===== config.mk =====
export PLATFORM = sky130hd
export DESIGN_NAME = prefix_subtractor32_pipe_flat
export DESIGN_NICKNAME = d
export VERILOG_FILES = /design/src/rtl/prefix_subtractor32_pipe_if.sv /design/src/rtl/prefix_subtractor32_pipe.sv /design/src/flat_wrapper.sv
export SDC_FILE = /design/constraint.sdc
export NUM_CORES = 1
export LEC_CHECK = 0
export CORE_MARGIN = 2
export CORE_UTILIZATION = 28
export DETAILED_ROUTE_END_ITERATION = 7
export PLACE_DENSITY = 0.48
export REMOVE_ABC_BUFFERS = 1
export SETUP_SLACK_MARGIN = 0.4
export SLEW_MARGIN = 20
export SYNTH_ARGS = -nofsm -noshare
export SYNTH_HDL_FRONTEND = slang
export SYNTH_SLANG_ARGS = --single-unit
export TNS_END_PERCENT = 30

===== constraint.sdc =====
create_clock -name clk -period 2.6 [get_ports clk]
set_input_delay 0.78 -clock clk [delete_from_list [all_inputs] [get_ports clk]]
set_output_delay 0.78 -clock clk [all_outputs]
set_load 0.01 [all_outputs]

===== src/rtl/prefix_subtractor32_pipe_if.sv =====
// Operand/result handshake bundle for the pipelined prefix subtractor.
// The master drives operands and result acceptance; the slave is the subtractor.
interface prefix_subtractor32_pipe_if;
    logic        in_valid;
    logic        in_ready;
    logic [31:0] a;
    logic [31:0] b;
    logic        bin;
    logic        out_valid;
    logic        out_ready;
    logic [31:0] diff;
    logic        bout;
    logic        ovf;
    logic        zero;

    modport master (
        output in_valid, a, b, bin, out_ready,
        input  in_ready, out_valid, diff, bout, ovf, zero
    );

    modport slave (
        input  in_valid, a, b, bin, out_ready,
        output in_ready, out_valid, diff, bout, ovf, zero
    );
endinterface


===== src/rtl/prefix_subtractor32_pipe.sv =====
// Two-stage 32-bit subtractor computing a + ~b + ~bin on a Kogge-Stone carry tree,
// with borrow/overflow/zero flags and a fully back-pressured valid/ready pipeline.
module prefix_subtractor32_pipe (
    input  logic                             clk,
    input  logic                             rst_n,
    prefix_subtractor32_pipe_if.slave        bus
);

    // One radix-2 prefix level: combine each (G,P) with the pair 'span' bits below.
    function automatic logic [63:0] prefix_level(input logic [31:0] g_in,
                                                 input logic [31:0] p_in,
                                                 input int          span);
        logic [31:0] g_out;
        logic [31:0] p_out;
        for (int i = 0; i < 32; i++) begin
            if (i >= span) begin
                g_out[i] = g_in[i] | (p_in[i] & g_in[i - span]);
                p_out[i] = p_in[i] & p_in[i - span];
            end else begin
                g_out[i] = g_in[i];
                p_out[i] = p_in[i];
            end
        end
        return {g_out, p_out};
    endfunction

    logic        s1_valid_r;
    logic [31:0] s1_g_r;
    logic [31:0] s1_pp_r;
    logic [31:0] s1_p_r;
    logic        s1_c0_r;
    logic        s1_a31_r;
    logic        s1_b31_r;

    logic        out_valid_r;
    logic [31:0] diff_r;
    logic        bout_r;
    logic        ovf_r;
    logic        zero_r;

    logic        s2_adv_s;
    logic        in_ready_s;
    logic        s1_load_s;

    logic        c0_s;
    logic [31:0] g_s, p_s, g0_s;
    logic [31:0] g1_s, p1_s, g2_s, p2_s;
    logic [31:0] g3_s, p3_s, g4_s, p4_s, g5_s, p5_s;
    logic [31:0] carry_s;
    logic [31:0] diff_s;
    logic        bout_s;
    logic        ovf_s;
    logic        zero_s;

    // Handshake: stage 2 frees when empty or drained; stage 1 frees when empty or advancing.
    always_comb begin
        s2_adv_s   = ~out_valid_r | bus.out_ready;
        in_ready_s = (~s1_valid_r | s2_adv_s) & rst_n;
        s1_load_s  = bus.in_valid & in_ready_s;
    end

    // Stage 1 logic: bit terms with the carry-in folded into bit 0, then spans 1 and 2.
    always_comb begin
        c0_s    = ~bus.bin;
        g_s     = bus.a & ~bus.b;
        p_s     = bus.a ^ ~bus.b;
        g0_s    = g_s;
        g0_s[0] = g_s[0] | (p_s[0] & c0_s);
        {g1_s, p1_s} = prefix_level(g0_s, p_s, 1);
        {g2_s, p2_s} = prefix_level(g1_s, p1_s, 2);
    end

    // Stage 1 registers: partial tree plus what stage 2 needs for sum and overflow.
    always_ff @(posedge clk or negedge rst_n) begin
        if (!rst_n) begin
            s1_valid_r <= 1'b0;
            s1_g_r     <= 32'd0;
            s1_pp_r    <= 32'd0;
            s1_p_r     <= 32'd0;
            s1_c0_r    <= 1'b0;
            s1_a31_r   <= 1'b0;
            s1_b31_r   <= 1'b0;
        end else begin
            if (in_ready_s) begin
                s1_valid_r <= bus.in_valid;
            end
            if (s1_load_s) begin
                s1_g_r   <= g2_s;
                s1_pp_r  <= p2_s;
                s1_p_r   <= p_s;
                s1_c0_r  <= c0_s;
                s1_a31_r <= bus.a[31];
                s1_b31_r <= bus.b[31];
            end
        end
    end

    // Stage 2 logic: spans 4, 8, 16; G[i] is the carry out of bit i including c0.
    always_comb begin
        {g3_s, p3_s} = prefix_level(s1_g_r, s1_pp_r, 4);
        {g4_s, p4_s} = prefix_level(g3_s, p3_s, 8);
        {g5_s, p5_s} = prefix_level(g4_s, p4_s, 16);
        carry_s = {g5_s[30:0], s1_c0_r};
        diff_s  = s1_p_r ^ carry_s;
        bout_s  = ~g5_s[31];
        ovf_s   = (s1_a31_r != s1_b31_r) & (diff_s[31] != s1_a31_r);
        zero_s  = (diff_s == 32'd0);
    end

    // Stage 2 registers: result and flags, held while downstream stalls.
    always_ff @(posedge clk or negedge rst_n) begin
        if (!rst_n) begin
            out_valid_r <= 1'b0;
            diff_r      <= 32'd0;
            bout_r      <= 1'b0;
            ovf_r       <= 1'b0;
            zero_r      <= 1'b0;
        end else if (s2_adv_s) begin
            out_valid_r <= s1_valid_r;
            if (s1_valid_r) begin
                diff_r <= diff_s;
                bout_r <= bout_s;
                ovf_r  <= ovf_s;
                zero_r <= zero_s;
            end
        end
    end

    assign bus.in_ready  = in_ready_s;
    assign bus.out_valid = out_valid_r;
    assign bus.diff      = diff_r;
    assign bus.bout      = bout_r;
    assign bus.ovf       = ovf_r;
    assign bus.zero      = zero_r;

endmodule


===== src/flat_wrapper.sv =====
// flat-port wrapper written by rule: the top's interface ports become plain ports
module prefix_subtractor32_pipe_flat 
  (clk, rst_n, bus_in_valid, bus_a, bus_b, bus_bin, bus_out_ready, bus_in_ready, bus_out_valid, bus_diff, bus_bout, bus_ovf, bus_zero);
  prefix_subtractor32_pipe_if bus_i ();
  input  logic clk;
  input  logic rst_n;
  input wire logic [$bits(bus_i.in_valid)-1:0] bus_in_valid;
  input wire logic [$bits(bus_i.a)-1:0] bus_a;
  input wire logic [$bits(bus_i.b)-1:0] bus_b;
  input wire logic [$bits(bus_i.bin)-1:0] bus_bin;
  input wire logic [$bits(bus_i.out_ready)-1:0] bus_out_ready;
  output wire logic [$bits(bus_i.in_ready)-1:0] bus_in_ready;
  output wire logic [$bits(bus_i.out_valid)-1:0] bus_out_valid;
  output wire logic [$bits(bus_i.diff)-1:0] bus_diff;
  output wire logic [$bits(bus_i.bout)-1:0] bus_bout;
  output wire logic [$bits(bus_i.ovf)-1:0] bus_ovf;
  output wire logic [$bits(bus_i.zero)-1:0] bus_zero;
  assign bus_i.in_valid = bus_in_valid;
  assign bus_i.a = bus_a;
  assign bus_i.b = bus_b;
  assign bus_i.bin = bus_bin;
  assign bus_i.out_ready = bus_out_ready;
  assign bus_in_ready = bus_i.in_ready;
  assign bus_out_valid = bus_i.out_valid;
  assign bus_diff = bus_i.diff;
  assign bus_bout = bus_i.bout;
  assign bus_ovf = bus_i.ovf;
  assign bus_zero = bus_i.zero;
  prefix_subtractor32_pipe u_core (.clk(clk), .rst_n(rst_n), .bus(bus_i));
endmodule

==> flow_summary.ini, run 1 <==
[outcome]
status = completed

[grt]
grt_max_degree = 133
grt_overflow = 0
grt_pass1_vias = 5646
grt_pass1_wl_mm = 31.7
antenna_found_initial = 0
track_usage_pct = 15.7

[synthesis]
synthFlopType = dfrtp_1
ys_top_cells_by_area = dfrtp_1 47%, mux2_2 10%, ha_1 5.7%
syn_area_per_cell_um2 = 10.2
async_flop_share_pct = 100
synthDistinctLibCells = 66
synth-edff-count = 0
yosysTopAreaCell = dfrtp_1
yosysWarnings = 0
netlist_instances = 692
synth-seq-area-share_pct = 47.0
ys_seq_elements = 132
synth_top_area_share_pct = 47.0
netlist_area_um2 = 7030

[final_layout]
layout_common_cells = 130 x dfrtp_1, 105 x nand2_1, 102 x clkdlybuf4s50_1
syn_to_final_growth_pct = 34.3
fin_nets = 934
fin_util_pct = 38.6
final_common_cell = dfrtp_1
n_fill_cell = 2485
drive_gt1_share_pct = 19.6
antennaDiodeCount = 0
stdcell_count = 1169

[sta]
fin_worst_skew_ps = 7.77
rsz0062_at_grt = true
fin_ws_ps = 410
fmax_mhz = 457
fin_crit_ps = 2190
slew_headroom_pct = 50.9
period_share_pct = 84.2
slew_violations = 0
setup_viol = 0
final.setup.tns_ps = 0
tightest_slew_ps = 736
hold_viol_final = 0

[die]
initial_core_util_pct = 28.7
die_y_um = 162
design.die.area_um2 = 26400
core_um2 = 24500
ios = 106
num_rows = 57
fp.dieW_um = 162

[route]
wirelength_mm = 19.6
vias = 5558
detail_route.wl_per_cell_um = 16.7
drtAntennaViolNets = 0
drt_first_pass_iters = 4
drt_iter0_markers = 295
drc_errors = 0
vias_per_cell = 4.75

[power_and_ir_drop]
total_power_mw = 8.18
max-vdd-ir-drop_mv = 0.398
powerDensity_nw_per_um2 = 867
cellLeakagePower_nw = 4.15

[clock_tree]
cts_tree = built
clkTransAtPathRegs_ps = 50
cts_made_buffers = 17
htree_levels = 4
cts_sinks = 132
cts_root_buf = clkbuf_16
clock_latency_ps = 420
cts_buffer_depth = 2

[setup_path]
start_kind = input port
cp.arrival_ps = 1410
path_class = input port to output port
crit_fanout = 2
critPathCaptureType = output port
required_ps = 1820

[place]
place_ws_ps = -210
gp_congestion = 0.770
io_buffers = 105
hpwl_mm = 14.9
dp_cells = 1131

[min_path]
hp-class = flop to flop

[job]
maxCapViolations = 0
## sequential cells by signal, summed over array words and instances, names as in the netlist
signal,cells
u_core.bus.bout,1
u_core.bus.diff,32
u_core.bus.out_valid,1
u_core.s1_valid_r,1
u_core.s1_p_r,32
u_core.s1_a31_r,1
u_core.s1_g_r,32
u_core.bus.ovf,1
u_core.s1_pp_r,28
u_core.s1_b31_r,1
u_core.s1_c0_r,1
u_core.bus.zero,1
## path summary, 6_finish.rpt
path	cells after the start	end	startpoint	slack (ps)
max	4	bus_in_ready	bus_out_ready	410
min	1	u_core.bus.bout$_DFFE_PN0P_	u_core.s1_g_r[31]$_DFFE_PN0P_	470
max reg2reg	7	u_core.bus.zero$_DFFE_PN0P_	u_core.s1_g_r[1]$_DFFE_PN0P_	420
min reg2reg	1	u_core.bus.bout$_DFFE_PN0P_	u_core.s1_g_r[31]$_DFFE_PN0P_	470
max in group asynchronous	2	u_core.s1_g_r[1]$_DFFE_PN0P_	rst_n	1510
min in group asynchronous	2	u_core.s1_pp_r[6]$_DFFE_PN0P_	rst_n	550
## synthesized netlist by cell type (13+ instances only)
cell	number
mux2_2	64
nor2_1	19
a21o_1	13
o21ai_0	59
inv_1	43
dfrtp_1	132
nand2_1	106
a21oi_1	45
ha_1	32
xnor2_1	14
clkbuf_1	13
o31ai_1	22
nand4_1	16
## per-stage QoR
stage	hold slack (ps)	area (um^2)
2_1_floorplan	432	6940
3_3_place_gp	448	8700
3_5_place_dp	453	8700
4_1_cts	478	9300
5_1_grt	496	9440
6_report	466	9440
## where the power goes
| group | leakage [nW] | total [mW] | switching, mW | internal, mW |
|---|---|---|---|---|
| clock | 0.291 | 2.42 | 0.861 | 1.56 |
| combinational | 2.22 | 2.69 | 1.25 | 1.44 |
| sequential | 1.63 | 3.08 | 0.485 | 2.59 |
## logic make-up (layout without fill, tap and decap cells)
group / after synthesis / in the layout / share of synthesized area, %
compound gates: 188 / 188 / 17.7
simple gates: 188 / 188 / 12.9
flops: 132 / 132 / 47.0
mux: 66 / 66 / 10.5
buf+inv: 65 / 218 / 3.61
fa+ha+maj: 32 / 32 / 5.69
xor+xnor: 21 / 21 / 2.62
## per-layer routing
metal / up-vias / share of wire (%) / GRT usage, %
met4: 0 / 0.71 / 3.82
met2: 74 / 45 / 24.0
met1: 2704 / 51 / 22.9
met5: - / 0 / 0
met3: 7 / 2.8 / 2.98
li1: 2773 / - / -
## final cells by class
cell class                      count  area (um^2)  area share [%]
Tap cell                          324          405            4.29
Inverter                           43          161            1.71
Clock inverter                      3         65.1           0.689
Multi-Input combinational cell    495         3580            37.9
Timing Repair Buffer              144         1400            14.8
Sequential cell                   132         3310            35.0
Clock buffer                       28          527            5.58
## critical path: stages
cell and delay [ps]:
clkdlybuf4s15_1 170, nand2b_4 140, o21a_1 190, buf_2 140
## repair_timing
action	CTS	global route
hold buffers	0	0
endpoints found under the setup margin	2	3
buffers inserted	0	7
pin swaps	2	19
resized for setup	8	17
Note: power is estimated with default switching activity, not from simulation.
==> run 2: changes to the inputs <==
--- a/config.mk
+++ b/config.mk
@@ -8,7 +8,7 @@
 export CORE_MARGIN = 2
 export CORE_UTILIZATION = 28
 export DETAILED_ROUTE_END_ITERATION = 7
-export PLACE_DENSITY = 0.48
+export PLACE_DENSITY = 0.5
 export REMOVE_ABC_BUFFERS = 1
 export SETUP_SLACK_MARGIN = 0.4
 export SLEW_MARGIN = 20
==> constraint.sdc (replaced) <==
create_clock -name clk -period 1.95 [get_ports clk]
set_input_delay 0.585 -clock clk [delete_from_list [all_inputs] [get_ports clk]]
set_output_delay 0.585 -clock clk [all_outputs]
set_load 0.01 [all_outputs]
==> run 2 against run 1 <==
The flow now finishes with violations (negative setup slack). Setup slack worse by 600 ps. Count of clock-buffer cells in the layout fell by 8. Critical path type is now flop to flop. Highest routed layer unchanged. Clock power rose by 50%. Worst hold slack worse by 110 ps.
==> flow_summary.ini, run 2 (synthesis results as in run 1) <==
[die]
initial_core_util_pct = 28.7
core_um2 = 24500
ios = 106
design.die.area_um2 = 26400
fp.dieW_um = 162
die_y_um = 162
num_rows = 57

[sta]
fin_crit_ps = 2140
fin_worst_skew_ps = 8.44
slew_violations = 0
period_share_pct = 110
fin_ws_ps = -187
setup_viol = 6
hold_viol_final = 0
rsz0062_at_grt = true
tightest_slew_ps = 618
fmax_mhz = 468
slew_headroom_pct = 58.8

[power_and_ir_drop]
total_power_mw = 13.2
powerDensity_nw_per_um2 = 1050
max-vdd-ir-drop_mv = 0.520
cellLeakagePower_nw = 5.80

[place]
hpwl_mm = 15.5
io_buffers = 105
place_ws_ps = -587
gp_congestion = 0.786

[setup_path]
slowest_stage = dfrtp_2
start_kind = flop
required_ps = 2300
crit_top_cell = a31o_4
slowest_delay_ps = 460
cp.arrival_ps = 2490
critPathCaptureType = flop
path_cells = a211o_4 > a31o_4 > a31o_4 > xor2_4 > nor4b_4 > nand4_1 > nand2_1
crit_fanout = 4
path_class = flop to flop

[route]
drtAntennaViolNets = 0
wirelength_mm = 23.6
drc_errors = 0
detail_route.wl_per_cell_um = 17.6
vias_per_cell = 4.81
vias = 6432
drt_iter0_markers = 301
drt_first_pass_iters = 5

[grt]
grt_max_degree = 105
track_usage_pct = 17.2
grt_pass1_wl_mm = 34.9
antenna_found_initial = 0
use_met2_pct = 26.5
top_usage_layer = met2
grt_overflow = 0
grt_pass1_vias = 6344
grtUsageMet3_pct = 2.88
grt_use_met1_pct = 25.0

[clock_tree]
cts_sinks = 132
clkTransAtPathRegs_ps = 60
cts_root_buf = clkbuf_16
cts_tree = built
cts_made_buffers = 17
clock_latency_ps = 420
cts_buffer_depth = 2
htree_levels = 4

[final_layout]
layout_common_cells = 130 x buf_4, 128 x dfrtp_1, 64 x nand2_1
final_common_cell = buf_4
drive_gt1_share_pct = 55.3
syn_to_final_growth_pct = 79.6
fin_nets = 1102
antennaDiodeCount = 0
n_fill_cell = 2144

[outcome]
violations = negative setup slack
status = complete, but fails checks

[min_path]
hp-class = input port to asynchronous set/reset pin

[job]
maxCapViolations = 0
-- run 2: cell count changes in the layout (fill, tap and decap cells not counted), sizes merged --
cell | before | now
buf | 41 | 243
bufinv | 2 | 5
clkbuf | 28 | 23
clkdlybuf4s15 | 1 | 0
clkdlybuf4s50 | 102 | 40
clkinv | 1 | 2
clkinvlp | 0 | 5
dlygate4sd2 | 0 | 11
dlymetal6s2s | 0 | 15
-- run 2: timing repair --
item / CTS / global route
hold buffers: 0 / 0
cloned: 5 / 6
setup endpoints to repair: 165 / 155
setup buffers: 13 / 21
gates resized for setup: 416 / 198
pin swaps: 89 / 53
-- run 2: final cells by class --
class,count,area (um^2),share of cell area [%]
repair buffers,312,3060,24.2
clock buffers,20,467,3.70
multi-input cells,495,5030,39.8
clock inverters,12,201,1.60
well taps,324,405,3.21
flip-flops and latches,132,3310,26.2
inverters,43,161,1.28
-- run 2: worst paths after layout --
kind                            slack (ps)                              to                     startpoint  cells after the start
worst max register to register        -190     u_core.bus.zero$_DFFE_PN0P_   u_core.s1_g_r[2]$_DFFE_PN0P_                      7
worst max-delay path                  -190     u_core.bus.zero$_DFFE_PN0P_   u_core.s1_g_r[2]$_DFFE_PN0P_                      7
worst min register to register         460     u_core.bus.bout$_DFFE_PN0P_  u_core.s1_g_r[31]$_DFFE_PN0P_                      1
max in group asynchronous             1090  u_core.bus.diff[0]$_DFFE_PN0P_                          rst_n                      3
worst min-delay path                   350   u_core.s1_g_r[10]$_DFFE_PN0P_                          rst_n                      3
min in group clk                       460     u_core.bus.bout$_DFFE_PN0P_  u_core.s1_g_r[31]$_DFFE_PN0P_                      1
-- run 2: worst max-delay path: cells and delay by family (launching register included) --
family	cells	cell delay, ps
AO/OA/AOI/OAI	3	900
XOR/XNOR	1	160
flip-flops	1	460
AND/OR/NAND/NOR	3	550
-- run 2: metal layers --
metal  wire [um]  vias to the layer above
met4         258                        0
met5           0                        -
met3         682                       17
met2       11200                      114
met1       11500                     3195
li1            -                     3106
-- run 2: where the power goes --
| group | switching (mW) | total (mW) | internal [mW] | leakage, nW |
|---|---|---|---|---|
| logic | 2.40 | 5.48 | 3.08 | 3.85 |
| clock network | 1.27 | 3.64 | 2.37 | 0.310 |
| registers | 0.637 | 4.09 | 3.46 | 1.63 |
-- run 2: through the flow --
stage	std cells	utilization (%)	instance area (um^2)	setup TNS (ps)	hold slack, ps
after global routing	1338	51.6	12600	-892	383
after floorplan	670	-	6940	-202970	289
after detailed placement	1261	39.5	9670	-31740	449
final	1338	51.6	12600	-578	353
after global placement	1261	39.5	9670	-32760	446
after CTS	1311	47.2	11500	-435	361
==> run 3: changes to the inputs <==
--- a/config.mk
+++ b/config.mk
@@ -8,6 +8,7 @@
 export CORE_MARGIN = 2
 export CORE_UTILIZATION = 28
 export DETAILED_ROUTE_END_ITERATION = 7
+export GPL_ROUTABILITY_DRIVEN = 0
 export PLACE_DENSITY = 0.5
 export REMOVE_ABC_BUFFERS = 1
 export SETUP_SLACK_MARGIN = 0.4
==> results of run 3 <==
No change in the layout: final DEF, timing and power equal those of run 2.
